===== config.mk =====
export PLATFORM = sky130hd
export DESIGN_NAME = wb_stage
export DESIGN_NICKNAME = d
export VERILOG_FILES = /design/src/rtl/wb_pkg.sv /design/src/rtl/load_align.sv /design/src/rtl/wb_stage.sv
export SDC_FILE = /design/constraint.sdc
export NUM_CORES = 1
export LEC_CHECK = 0
export ABC_CLOCK_PERIOD_IN_PS = 2600
export CORE_MARGIN = 4
export CORE_UTILIZATION = 41
export CTS_BUF_LIST = sky130_fd_sc_hd__clkbuf_4
export CTS_CLUSTER_SIZE = 24
export DETAILED_ROUTE_END_ITERATION = 7
export PLACE_DENSITY_LB_ADDON = 0.2
export SLEW_MARGIN = 10
export SYNTH_ARGS = -nofsm -noshare
export SYNTH_HDL_FRONTEND = slang
export SYNTH_HIERARCHICAL = 1
export SYNTH_SLANG_ARGS = --single-unit

===== constraint.sdc =====
create_clock -name clk -period 2.6 [get_ports clk]
set_input_delay 0.52 -clock clk [delete_from_list [all_inputs] [get_ports clk]]
set_output_delay 0.52 -clock clk [all_outputs]
set_load 0.02 [all_outputs]

===== src/rtl/wb_pkg.sv =====
// Shared encodings and widths for the writeback stage.
package wb_pkg;

    localparam int unsigned WB_DATA_W     = 32;
    localparam int unsigned WB_REG_ADDR_W = 5;
    localparam int unsigned WB_CNT_W      = 32;

    localparam logic [1:0] WB_ALU  = 2'd0;
    localparam logic [1:0] WB_LOAD = 2'd1;
    localparam logic [1:0] WB_PC4  = 2'd2;

    localparam logic [1:0] LS_B = 2'd0;
    localparam logic [1:0] LS_H = 2'd1;
    localparam logic [1:0] LS_W = 2'd2;

    typedef enum logic {
        ST_READY    = 1'b0,
        ST_WAIT_MEM = 1'b1
    } wb_state_e;

endpackage


===== src/rtl/load_align.sv =====
// Extracts the addressed byte/half/word from a memory word and sign/zero-extends it.
module load_align
    import wb_pkg::*;
(
    input  logic [WB_DATA_W-1:0] i_rdata,
    input  logic [1:0]           i_addr,
    input  logic [1:0]           i_size,
    input  logic                 i_unsigned,
    output logic [WB_DATA_W-1:0] o_data,
    output logic                 o_misaligned
);

    logic [7:0]  w_byte;
    logic [15:0] w_half;

    assign w_byte = i_rdata[8*i_addr +: 8];
    assign w_half = i_rdata[16*i_addr[1] +: 16];

    always_comb begin
        o_data       = i_rdata;
        o_misaligned = 1'b0;
        case (i_size)
            LS_B: begin
                o_data = {{24{w_byte[7] & ~i_unsigned}}, w_byte};
            end
            LS_H: begin
                o_data       = {{16{w_half[15] & ~i_unsigned}}, w_half};
                o_misaligned = i_addr[0];
            end
            default: begin
                // Word (and the reserved size code) requires full alignment.
                o_data       = i_rdata;
                o_misaligned = (i_addr != 2'd0);
            end
        endcase
    end

endmodule


===== src/rtl/wb_stage.sv =====
// Writeback stage: retires one instruction per cycle, waits on the data memory for loads,
// and drives the register-file write port from registers.
module wb_stage
    import wb_pkg::*;
#(
    parameter int unsigned DATA_W     = WB_DATA_W,
    parameter int unsigned REG_ADDR_W = WB_REG_ADDR_W
) (
    input  logic                  clk,
    input  logic                  reset,
    input  logic                  in_valid,
    output logic                  in_ready,
    input  logic [REG_ADDR_W-1:0] in_rd,
    input  logic                  in_reg_write,
    input  logic [1:0]            in_wb_sel,
    input  logic [DATA_W-1:0]     in_alu_result,
    input  logic [DATA_W-1:0]     in_pc_plus4,
    input  logic [1:0]            in_load_size,
    input  logic                  in_load_unsigned,
    input  logic                  flush,
    input  logic                  mem_rvalid,
    input  logic [DATA_W-1:0]     mem_rdata,
    output logic [REG_ADDR_W-1:0] writeReg,
    output logic [DATA_W-1:0]     writeData,
    output logic                  writeEnable,
    output logic                  load_err,
    output logic                  load_pending,
    output logic [WB_CNT_W-1:0]   retire_count
);

    wb_state_e             r_state;
    logic [REG_ADDR_W-1:0] r_rd;
    logic                  r_reg_write;
    logic [1:0]            r_size;
    logic                  r_unsigned;
    logic [1:0]            r_addr_lo;
    logic [REG_ADDR_W-1:0] r_write_reg;
    logic [DATA_W-1:0]     r_write_data;
    logic                  r_write_en;
    logic                  r_load_err;
    logic [WB_CNT_W-1:0]   r_retire;

    logic                  w_accept;
    logic [DATA_W-1:0]     w_ld_data;
    logic                  w_misaligned;

    assign w_accept = in_valid & ~flush & (r_state == ST_READY);

    load_align u_align (
        .i_rdata      (mem_rdata),
        .i_addr       (r_addr_lo),
        .i_size       (r_size),
        .i_unsigned   (r_unsigned),
        .o_data       (w_ld_data),
        .o_misaligned (w_misaligned)
    );

    always_ff @(posedge clk or posedge reset) begin
        if (reset) begin
            r_state      <= ST_READY;
            r_rd         <= '0;
            r_reg_write  <= 1'b0;
            r_size       <= 2'd0;
            r_unsigned   <= 1'b0;
            r_addr_lo    <= 2'd0;
            r_write_reg  <= '0;
            r_write_data <= '0;
            r_write_en   <= 1'b0;
            r_load_err   <= 1'b0;
            r_retire     <= '0;
        end else begin
            r_write_en <= 1'b0;
            r_load_err <= 1'b0;
            case (r_state)
                ST_READY: begin
                    if (w_accept) begin
                        if (in_wb_sel == WB_LOAD) begin
                            r_rd        <= in_rd;
                            r_reg_write <= in_reg_write;
                            r_size      <= in_load_size;
                            r_unsigned  <= in_load_unsigned;
                            r_addr_lo   <= in_alu_result[1:0];
                            r_state     <= ST_WAIT_MEM;
                        end else begin
                            r_write_en   <= in_reg_write & (in_rd != '0);
                            r_write_reg  <= in_rd;
                            r_write_data <= (in_wb_sel == WB_PC4) ? in_pc_plus4 : in_alu_result;
                            r_retire     <= r_retire + WB_CNT_W'(1);
                        end
                    end
                end
                ST_WAIT_MEM: begin
                    if (mem_rvalid) begin
                        // Misaligned loads retire but never touch the register file.
                        if (w_misaligned) begin
                            r_load_err <= 1'b1;
                        end else begin
                            r_write_en   <= r_reg_write & (r_rd != '0);
                            r_write_reg  <= r_rd;
                            r_write_data <= w_ld_data;
                        end
                        r_retire <= r_retire + WB_CNT_W'(1);
                        r_state  <= ST_READY;
                    end
                end
                default: r_state <= ST_READY;
            endcase
        end
    end

    assign in_ready     = (r_state != ST_WAIT_MEM);
    assign load_pending = (r_state == ST_WAIT_MEM);
    assign writeReg     = r_write_reg;
    assign writeData    = r_write_data;
    assign writeEnable  = r_write_en;
    assign load_err     = r_load_err;
    assign retire_count = r_retire;

endmodule

==> summary.md <==
| Metric | Value |
|---|---|
| Rel. slew slack | `roughly 43%` |
| Avg Cell Area, Syn | `between 9 and 10 um^2` |
| Critical path fanouts, max | `12` |
| Synth Area in Adders | `less than 1%` |
| Hpwl dp | `11.4 mm` |
| Antenna cells | `0` |
| Library cells used by synthesis | `44` |
| Status | `finished, final reports clean` |
| Post-synthesis simple-gate area fraction | `20.4%` |
| Post-synth top flop | `dfrtp_1` |
| ANT nets after route | `0` |
| Post-synthesis cell count | `537` |
| Post_cts resized | `0` |
| Sequential share of the synthesized area | `between 40% and 50%` |
| Yosys warning count | `6` |
| Final Power | `4.26 mW` |
| Setup-failing EPs final | `0` |
| Endpoint class of the critical path | `register` |
| Gr usage total | `approximately 22%` |
| Share of cells above drive strength 1 | `under 10%` |
| GP Congestion | `about 0.89` |
| Remaining Overflow, GRT | `0` |
| Row cnt | `39` |
| Mux cell area share after synthesis | `12.6%` |
| Via count | `4524` |
| Number of synthesized flops with an enable pin | `0` |
| Largest net degree at the start of global routing | `84` |
| Syn-to-layout area delta | `43.6%` |
| Post-CTS setup repair buffer count | `0` |
| CTS max path bufs | `2` |
| Post-Syn Area | `4860 um^2` |
| CTS Root Cell | `clkbuf_4` |
| Post-synthesis compound-gate area fraction | `13.9%` |
| Fmax | `approximately 430 MHz` |
| DRT Pass-1 Iters | `5` |
| Clock transition at path regs | `0.14 ns` |
| Filler cells | `1033` |
| Slew Viols, Final | `0` |
| Fin crit share | `88.5%` |
| Fin. Hold Viols | `0` |
| Largest vdd supply drop | `~0.33 mV` |
| Period minus WS final | `2.30 ns` |
| WP data required | `2.94 ns` |
| Num CTS Buffers | `9` |
| Initial core utilization | `between 40% and 50%` |
| Largest family of logic cells by synthesized area | `simple AND/OR/NAND/NOR gates` |
| DR vias/cell | `5.30` |
| Post-route setup TNS | `0 ns` |
| Synth async-reset ratio | `100%` |
| Nets@finish | `819` |
| Synth Net Count | `650` |
| Initial antenna violation count | `0` |
| Iteration-0 DRC Markers | `318` |
| WL/cell | `17.3 um` |
| Placeable Area | `11500 um^2` |
| Xor and xnor fraction of the mapped netlist area | `5.59%` |
| First-pass GRT wire length | `23.1 mm` |
| Vias in the first global route | `4522` |
| Crit start category | `register` |
| Die Ht | `117 um` |
| Skew-Pair Late Insertion Delay | `0.44 ns` |
| Leading area contributor after synthesis | `dfrtp_1` |
| Max-Cap Viols | `0` |
| Die Area | `13700 um^2` |
| Hold Buf Count CTS | `0` |
| Commonest non-fill, non-tap cell in the layout | `clkdlybuf4s50_1` |
| I/O Pins | `between 150 and 200` |
| Post-placement setup slack | `-0.0723 ns` |
| Arrival @ worst endpoint | `2.64 ns` |
| FF+latch count, synth | `83` |
| CTS tree | `built` |
| Die Width | `117 um` |
| Crit Path Class | `reg -> reg` |
| PwrDens | `between 600 and 700 nW/um^2` |
| Clock sink count | `83` |
| Commonest cells after routing, fill and taps aside | `clkdlybuf4s50_1, dfrtp_1, nand2_1` |
| Worst-Margin Slew | `roughly 0.85 ns` |
| LEAKAGE | `~2.9 nW` |
| RSZ-0062 raised after global routing | `false` |
| Top cells by area, synth | `dfrtp_1, mux2i_1, nand2_1` |
| Area share of the largest cell type after synthesis | `42.7%` |
| Aggregate routed wire length | `14.7 mm` |
| Clk_skew | `0.0178 ns` |
| H-tree depth | `3` |
| HP Class | `reg -> reg` |
| DRC | `0` |
| Port Buffer Count | `~180` |
| Setup ws final | `~0.3 ns` |
-- registers in the layout (all words and copies together), names as in the netlist --
register,flops
retire_count,32
writeData,32
r_rd,5
writeReg,5
r_addr_lo,2
r_size,2
load_err,1
load_pending,1
r_reg_write,1
r_unsigned,1
writeEnable,1
-- power breakdown --
group          total, mW  leakage [nW]  switching (mW)  internal [mW]
clock network      0.748        0.0741           0.451          0.297
registers           1.71          1.07           0.198           1.51
logic               1.80          1.78           0.950          0.852
total               4.26          2.92            1.60           2.66
-- per-stage QoR --
stage,util [%],hold slack [ns],area (um^2),cells
finish,60.6,0.486,6980,853
global route,60.6,0.517,6980,853
CTS,60.6,0.490,6980,853
detailed placement,59.5,0.470,6850,838
global placement,59.5,0.459,6850,838
floorplan,-,0.471,4860,537
-- routing by layer --
layer	up-vias	share of wire [%]	global-route usage (%)	wire length, um
met4	0	2.5	8.18	364
met1	2139	44	28.6	6410
met2	165	47	35.6	6960
met3	31	6.8	3.91	997
li1	2189	-	-	-
met5	-	0	0	0
-- cell type report --
class	count	area (um^2)	area share (%)
clock buffers	10	75.1	1.08
clock inverters	5	52.6	0.753
inverters	8	33.8	0.484
multi-input cells	408	2580	36.9
flip-flops and latches	83	2080	29.8
well taps	143	179	2.56
repair buffers	196	1980	28.4
-- cells in the mapped netlist, types with 2 or more instances --
master and instances:
and3_1 7, nor3b_1 2, nor4_4 2, buf_2 8
o21ai_1 25, and4_1 2, nand2_1 79, nand3_1 20
nor4_2 3, nor2_1 50, inv_1 8, nand4_1 7
a21oi_2 10, a21oi_1 47, dfrtp_1 83, nor3_1 6
buf_1 4, clkbuf_1 21, o21ai_0 19, or4_1 3
mux2i_1 43, a22o_1 7, nor2b_1 9, mux2_2 16
xor2_1 7, or3b_2 3, a22oi_1 4, xnor2_1 24
buf_6 3
-- kinds of logic (layout without fill, tap and decap cells) --
group,Yosys count,in the layout
adder cells (fa/ha/maj),1,1
XOR/XNOR,31,31
multiplexers,59,59
AO/OA/AOI/OAI,116,116
AND/OR/NAND/NOR,201,201
buffers and inverters,46,219
flip-flops,83,83
-- path summary, 6_finish.rpt --
kind	slack (ns)	from	cells past startpoint	endpoint
setup / recovery	0.30	r_size[0]$_DFFE_PP0P_	6	writeData[7]$_DFFE_PP0P_
hold / removal	0.49	retire_count[31]$_DFFE_PP0P_	1	retire_count[31]$_DFFE_PP0P_
setup reg to reg	0.30	r_size[0]$_DFFE_PP0P_	6	writeData[7]$_DFFE_PP0P_
hold reg to reg	0.49	retire_count[31]$_DFFE_PP0P_	1	retire_count[31]$_DFFE_PP0P_
max in group asynchronous	1.67	reset	3	load_pending$_DFF_PP0_
min in group asynchronous	0.56	reset	3	retire_count[23]$_DFFE_PP0P_
-- worst max-delay path, stage by stage (launching register included) --
cell and delay, ns:
dfrtp_1 0.55, nor2b_1 0.68, o21bai_1 0.41, nand2_1 0.18
nand3_1 0.14, a21oi_1 0.17, o21ai_1 0.08
Note: power is estimated with default switching activity, not from simulation.
